===== config.mk =====
export PLATFORM = sky130hd
export DESIGN_NAME = an_tx_tone_seq
export DESIGN_NICKNAME = d
export VERILOG_FILES = /design/src/rtl/an_tx_tone_seq.sv
export SDC_FILE = /design/constraint.sdc
export NUM_CORES = 1
export LEC_CHECK = 0
export CORE_ASPECT_RATIO = 2
export CORE_MARGIN = 5
export CORE_UTILIZATION = 64
export CTS_BUF_LIST = sky130_fd_sc_hd__clkbuf_16
export CTS_CLUSTER_SIZE = 10
export DETAILED_ROUTE_END_ITERATION = 16
export PLACE_DENSITY = 0.82
export SETUP_SLACK_MARGIN = 0.1
export SYNTH_ARGS = -nofsm -noshare
export SYNTH_HDL_FRONTEND = slang
export SYNTH_SLANG_ARGS = --single-unit

===== constraint.sdc =====
create_clock -name CK_i -period 10.8 [get_ports CK_i]
set_clock_uncertainty 0.1 [all_clocks]
set_input_delay 2.7 -clock CK_i [delete_from_list [all_inputs] [get_ports CK_i]]
set_output_delay 2.7 -clock CK_i [all_outputs]
set_load 0.02 [all_outputs]

===== src/rtl/an_tx_tone_seq.sv =====
// an_tx_tone_seq: tone sequencer feeding DDS phase increments to AN_TX.
// Plays an 8-entry note table, mutes between notes, toggled by push switch.
//
// Ports:
//   CK_i        system clock
//   XARST_i     synchronous active-low reset
//   XPSW_i      raw push switch (low = pressed, asynchronous)
//   LOOP_i      wrap to entry 0 at the end marker
//   TBL_*_i     note table write port (index, phase increment, duration)
//   INC_o       phase increment offered to AN_TX, with INC_VLD_o / INC_ACK_i
//   MUTE_o      AN_TX output silenced
//   PLAYING_o   sequencer not idle
//   NOTE_IDX_o  current table index
//   PSW_PRESS_o one-cycle debounced press pulse
module an_tx_tone_seq #(
    parameter int C_CK_Fs     = 135_000_000,
    parameter int C_TICK_HZ   = 1000,
    parameter int C_PHASE_W   = 32,
    parameter int C_DB_TICKS  = 20,
    parameter int C_GAP_TICKS = 2
) (
    input  logic                 CK_i,
    input  logic                 XARST_i,
    input  logic                 XPSW_i,
    input  logic                 LOOP_i,
    input  logic                 TBL_WE_i,
    input  logic [2:0]           TBL_ADR_i,
    input  logic [C_PHASE_W-1:0] TBL_INC_i,
    input  logic [15:0]          TBL_DUR_i,
    output logic [C_PHASE_W-1:0] INC_o,
    output logic                 INC_VLD_o,
    input  logic                 INC_ACK_i,
    output logic                 MUTE_o,
    output logic                 PLAYING_o,
    output logic [2:0]           NOTE_IDX_o,
    output logic                 PSW_PRESS_o
);

    localparam int LP_DIV = C_CK_Fs / C_TICK_HZ;
    localparam int LP_PW  = (LP_DIV > 1) ? $clog2(LP_DIV) : 1;
    localparam int LP_DBW = (C_DB_TICKS > 1) ? $clog2(C_DB_TICKS) : 1;
    localparam logic [LP_PW-1:0]  LP_PMAX  = LP_PW'(LP_DIV - 1);
    localparam logic [LP_DBW-1:0] LP_DBMAX = LP_DBW'(C_DB_TICKS - 1);

    typedef enum logic [2:0] {
        S_IDLE,
        S_LOAD,
        S_REQ,
        S_PLAY,
        S_GAP,
        S_NEXT
    } state_t;

    // ---------------- note table (not reset) ----------------
    logic [C_PHASE_W-1:0] r_tbl_inc [8];
    logic [15:0]          r_tbl_dur [8];

    always_ff @(posedge CK_i) begin
        if (TBL_WE_i) begin
            r_tbl_inc[TBL_ADR_i] <= TBL_INC_i;
            r_tbl_dur[TBL_ADR_i] <= TBL_DUR_i;
        end
    end

    // ---------------- switch debounce ----------------
    logic              r_sync1;
    logic              r_sync2;
    logic              r_db_lvl;
    logic [LP_PW-1:0]  r_db_pre;
    logic [LP_DBW-1:0] r_db_cnt;
    logic              r_press;

    // The debounce tick restarts whenever the input returns to the
    // accepted level, so acceptance needs C_DB_TICKS full tick periods.
    always_ff @(posedge CK_i) begin
        if (!XARST_i) begin
            r_sync1  <= 1'b1;
            r_sync2  <= 1'b1;
            r_db_lvl <= 1'b1;
            r_db_pre <= '0;
            r_db_cnt <= '0;
            r_press  <= 1'b0;
        end else begin
            r_sync1 <= XPSW_i;
            r_sync2 <= r_sync1;
            r_press <= 1'b0;
            if (r_sync2 == r_db_lvl) begin
                r_db_pre <= '0;
                r_db_cnt <= '0;
            end else if (r_db_pre == LP_PMAX) begin
                r_db_pre <= '0;
                if (r_db_cnt == LP_DBMAX) begin
                    r_db_lvl <= r_sync2;
                    r_db_cnt <= '0;
                    r_press  <= ~r_sync2;
                end else begin
                    r_db_cnt <= r_db_cnt + 1'b1;
                end
            end else begin
                r_db_pre <= r_db_pre + 1'b1;
            end
        end
    end

    // ---------------- sequencer FSM ----------------
    state_t               r_state;
    state_t               w_nxt_state;
    logic [2:0]           r_idx;
    logic [2:0]           w_nxt_idx;
    logic [C_PHASE_W-1:0] r_inc;
    logic [C_PHASE_W-1:0] w_nxt_inc;
    logic [15:0]          r_cnt;
    logic [15:0]          w_nxt_cnt;
    logic [LP_PW-1:0]     r_npre;
    logic [LP_PW-1:0]     w_nxt_npre;
    logic                 w_ntick;
    logic [C_PHASE_W-1:0] w_ld_inc;
    logic [15:0]          w_ld_dur;

    assign w_ntick  = (r_npre == LP_PMAX);
    assign w_ld_inc = r_tbl_inc[r_idx];
    assign w_ld_dur = r_tbl_dur[r_idx];

    always_ff @(posedge CK_i) begin
        if (!XARST_i) begin
            r_state <= S_IDLE;
            r_idx   <= '0;
            r_inc   <= '0;
            r_cnt   <= '0;
            r_npre  <= '0;
        end else begin
            r_state <= w_nxt_state;
            r_idx   <= w_nxt_idx;
            r_inc   <= w_nxt_inc;
            r_cnt   <= w_nxt_cnt;
            r_npre  <= w_nxt_npre;
        end
    end

    always_comb begin
        w_nxt_state = r_state;
        w_nxt_idx   = r_idx;
        w_nxt_inc   = r_inc;
        w_nxt_cnt   = r_cnt;
        w_nxt_npre  = w_ntick ? '0 : r_npre + 1'b1;
        // A press outside IDLE stops playback and wins over a same-cycle ACK.
        if (r_press && (r_state != S_IDLE)) begin
            w_nxt_state = S_IDLE;
            w_nxt_idx   = '0;
        end else begin
            unique case (r_state)
                S_IDLE: begin
                    if (r_press) begin
                        w_nxt_state = S_LOAD;
                        w_nxt_idx   = '0;
                    end
                end
                S_LOAD: begin
                    // Duration is latched here so later table writes
                    // cannot disturb the note being offered.
                    if (w_ld_dur != 16'd0) begin
                        w_nxt_inc   = w_ld_inc;
                        w_nxt_cnt   = w_ld_dur;
                        w_nxt_state = S_REQ;
                    end else if (LOOP_i && (r_idx != 3'd0)) begin
                        w_nxt_idx = '0;
                    end else begin
                        w_nxt_state = S_IDLE;
                        w_nxt_idx   = '0;
                    end
                end
                S_REQ: begin
                    if (INC_ACK_i) begin
                        w_nxt_state = S_PLAY;
                        w_nxt_npre  = '0;
                    end
                end
                S_PLAY: begin
                    if (w_ntick) begin
                        if (r_cnt == 16'd1) begin
                            if (C_GAP_TICKS > 0) begin
                                w_nxt_state = S_GAP;
                                w_nxt_cnt   = 16'(C_GAP_TICKS);
                            end else begin
                                w_nxt_state = S_NEXT;
                            end
                        end else begin
                            w_nxt_cnt = r_cnt - 16'd1;
                        end
                    end
                end
                S_GAP: begin
                    if (w_ntick) begin
                        if (r_cnt == 16'd1) begin
                            w_nxt_state = S_NEXT;
                        end else begin
                            w_nxt_cnt = r_cnt - 16'd1;
                        end
                    end
                end
                S_NEXT: begin
                    if ((r_idx == 3'd7) && !LOOP_i) begin
                        w_nxt_state = S_IDLE;
                        w_nxt_idx   = '0;
                    end else begin
                        w_nxt_state = S_LOAD;
                        w_nxt_idx   = r_idx + 3'd1;
                    end
                end
                default: begin
                    w_nxt_state = S_IDLE;
                    w_nxt_idx   = '0;
                end
            endcase
        end
    end

    assign INC_o       = r_inc;
    assign INC_VLD_o   = (r_state == S_REQ);
    assign MUTE_o      = (r_state != S_PLAY);
    assign PLAYING_o   = (r_state != S_IDLE);
    assign NOTE_IDX_o  = r_idx;
    assign PSW_PRESS_o = r_press;

endmodule

==> results.json <==
{
  "ff2ff_path_depth": 9,
  "cts_buffers": 54,
  "globalRouteTotalUtil_pct": 25.02,
  "die_y_um": 253.0,
  "r2r_end": "INC_o[6]$_SDFFE_PN0P_",
  "maxSlewHeadroom_pct": 42.38,
  "yosysWarningCount": 0,
  "cts_tree": "yes",
  "async_reset_ff_share_pct": 0,
  "drtIter0Drc": 842,
  "hold_violations": 0,
  "routed_wl_um": 41090,
  "clkLatencyLatePin_ns": 0.58,
  "via_per_inst": 6.423,
  "grt_overflow_total": 0,
  "critPathBufInv": 1,
  "core_mm2": 0.02940,
  "final.setup.tns_ns": 0,
  "power.total_w": 0.003795,
  "worst_setup_path_start_kind": "register",
  "grt_pass1_vias": 11341,
  "dr.max_layer_used": "met4",
  "synth_edf_count": 384,
  "synth_ff_type": "edfxtp_1",
  "wl_met2_um": 23580,
  "synthCells": 1120,
  "cts_hold_buf": 0,
  "ys_ff_latch": 486,
  "cap_violations": 0,
  "clkTransAtPathRegs_ns": 0.06,
  "crit_path_max_fanout": 36,
  "area_growth_pct": 15.53,
  "dr_total_vias": 10533,
  "holdWs_ns": 0.3323,
  "total_leakage_power_nw": 7.527,
  "route.detailed.drc": 0,
  "synth_top_family_by_area": "multiplexers",
  "post_cts_resized": 0,
  "drtPass1Iterations": 5,
  "post-route-period-util_pct": 45.49,
  "netlist.top_cell.by_area": "edfxtp_1",
  "drive_gt1_share_pct": 15.29,
  "seq_area_mm2": 0.01358,
  "fmax_ghz": 0.2035,
  "path_delay_family": "flip-flops",
  "setup_viol": 0,
  "fill_cells": 1715,
  "io_pins": 96,
  "root_buffer": "clkbuf_16",
  "grt_start_max_net_pins": 65,
  "worstSetupPathType": "reg -> out",
  "yosys.area_share.simple_pct": 7.383,
  "hpwl_um": 23170,
  "critPathMaxStageDelay_ns": 0.77,
  "ir_worst_vdd_uv": 151.5,
  "multiInputGateArea_mm2": 0.005081,
  "worstPathArrival_ns": 2.11,
  "synthAdderAreaFrac_pct": 0.5297,
  "cts_max_path_buffers": 3,
  "nets": 1298,
  "cts_num_sinks": 486,
  "syn_avg_cell_area_um2": 16.87,
  "synth_compound_area_share_pct": 4.291,
  "crit_start": "NOTE_IDX_o[0]$_SDFFE_PP0N_",
  "wl_per_cell_um": 25.05,
  "fin_crit_ns": 4.913,
  "yosysSeqAreaShare_pct": 71.83,
  "tightest_slew_ns": 0.8577,
  "required_ns": 8.00,
  "io_buffers": 95,
  "synthMuxAreaShare_pct": 12.58,
  "end_kind": "output port",
  "synth_fp_nets": 1185,
  "dr_wl_met3_um": 2200,
  "gp_congestion": 0.8392,
  "die_area_mm2": 0.03327,
  "synth_top_area_share_pct": 61.02,
  "ys_types": 54,
  "fp.dieW_um": 131.5,
  "slowest_stage": "dfxtp_4",
  "r2r_setup_slack_ns": 6.67,
  "cts_setup_buffers": 0,
  "p_per_area_mw_per_mm2": 173.8,
  "report.final.slew_viol_count": 0,
  "ant_nets": 0,
  "wl_met1_um": 13590,
  "initial_core_util_pct": 64.28,
  "synth.cell_area_mm2": 0.01890,
  "synth_common_cells": "edfxtp_1, dfxtp_1, nand2_1",
  "outcome": "finished clean",
  "grt_pass1_wl_um": 63780,
  "hold_class": "reg -> reg",
  "rows": 89,
  "path_cells": "clkdlybuf4s50_1",
  "yosysMostFrequentCell": "edfxtp_1",
  "grt_setup_unrepaired": "no",
  "yosys-top-cells-area": "edfxtp_1, mux4_2, dfxtp_1, o211a_1, nand2_1",
  "cp-endpoint": "NOTE_IDX_o[0]",
  "htreeDepth": 2,
  "crit_cells": 1,
  "antenna_found_initial": 1,
  "synth-xor-area-share_pct": 1.808,
  "fin_util_pct": 74.26
}
per-layer routing:
layer,vias to the layer above,GRT usage [%]
met4,0,11.77
met5,-,0
met2,414,47.29
met1,5396,27.20
met3,109,3.936
li1,4614,-
layout make-up:
class / instances / share of cell area [%]
clock inverter: 44 / 1.009
timing repair buffer: 113 / 4.952
clock buffer: 54 / 6.189
inverter: 16 / 0.2751
multi-input combinational: 562 / 23.27
sequential: 486 / 62.20
tap: 364 / 2.086
antenna: 1 / 0.01146
cell families after synthesis:
group / count (synthesis)
compound gates: 101
xor+xnor: 39
fa+ha+maj: 8
mux: 117
simple gates: 297
flops: 486
buf+inv: 72
worst reg2reg max path, stage by stage (launching register included):
cell and delay [ns]:
dfxtp_2 0.34, buf_4 0.50, mux4_2 0.61, mux2_2 0.29, or4b_1 0.59, or4_4 0.58, and3_2 0.21, buf_4 0.38
nand3_1 0.28, o211a_1 0.19
sequential cells by signal, summed over array words and instances (netlist names), named ones only:
signal and flops:
INC_o 32, r_db_cnt 5, r_db_lvl 1, PSW_PRESS_o 1, r_sync2 1, r_sync1 1, r_npre 18, r_state 3
NOTE_IDX_o 3, r_tbl_inc 256, r_cnt 16, r_db_pre 18, r_tbl_dur 128
worst min-delay path by stage:
stage                             from                  to  slack [ns]  depth (start not counted)
floorplan           r_sync1$_SDFF_PN1_  r_sync2$_SDFF_PN1_        0.29                          1
global placement    r_sync1$_SDFF_PN1_  r_sync2$_SDFF_PN1_        0.30                          1
detailed placement  r_sync1$_SDFF_PN1_  r_sync2$_SDFF_PN1_        0.30                          1
CTS                 r_sync1$_SDFF_PN1_  r_sync2$_SDFF_PN1_        0.33                          1
global route        r_sync1$_SDFF_PN1_  r_sync2$_SDFF_PN1_        0.36                          1
finish              r_sync1$_SDFF_PN1_  r_sync2$_SDFF_PN1_        0.33                          1
stage by stage:
stage | area [um^2] | cells | worst slack, ns
2_1_floorplan | 18900 | 1120 | 4.029
6_report | 21830 | 1640 | 5.887
3_5_place_dp | 20260 | 1541 | 6.023
4_1_cts | 21830 | 1639 | 5.813
3_3_place_gp | 20260 | 1541 | 6.066
5_1_grt | 21830 | 1640 | 5.729
where the power goes:
| group | internal [W] | leakage (nW) | total (W) | switching (W) |
|---|---|---|---|---|
| Combinational | 0.0000370 | 2.30 | 0.0000936 | 0.0000566 |
| Clock | 0.000922 | 0.915 | 0.00162 | 0.000694 |
| Sequential | 0.00207 | 4.31 | 0.00209 | 0.0000149 |
| Total | 0.00303 | 7.53 | 0.00379 | 0.000766 |
placed cells by master (no fill, tap or decap), types with 3 or more instances in the layout:
cell and count:
nor4_1 8, nor3_1 18, nand2b_1 9, clkdlybuf4s50_1 94, ha_1 8, o211ai_1 3
nand4_1 9, o21ai_0 12, a21oi_1 16, o22ai_1 6, o211a_1 40, mux2i_1 17
nor2_4 6, mux4_2 96, xnor2_1 19, o221ai_1 8, xor2_1 20, dfxtp_2 3
edfxtp_1 384, nor2_1 57, or3_1 10, mux2_2 4, buf_4 18, and3_1 5
nand3_1 56, clkbuf_16 54, dfxtp_1 98, inv_1 56, nand2_1 97, nor2b_1 3
(Power assumes the default switching activity.)
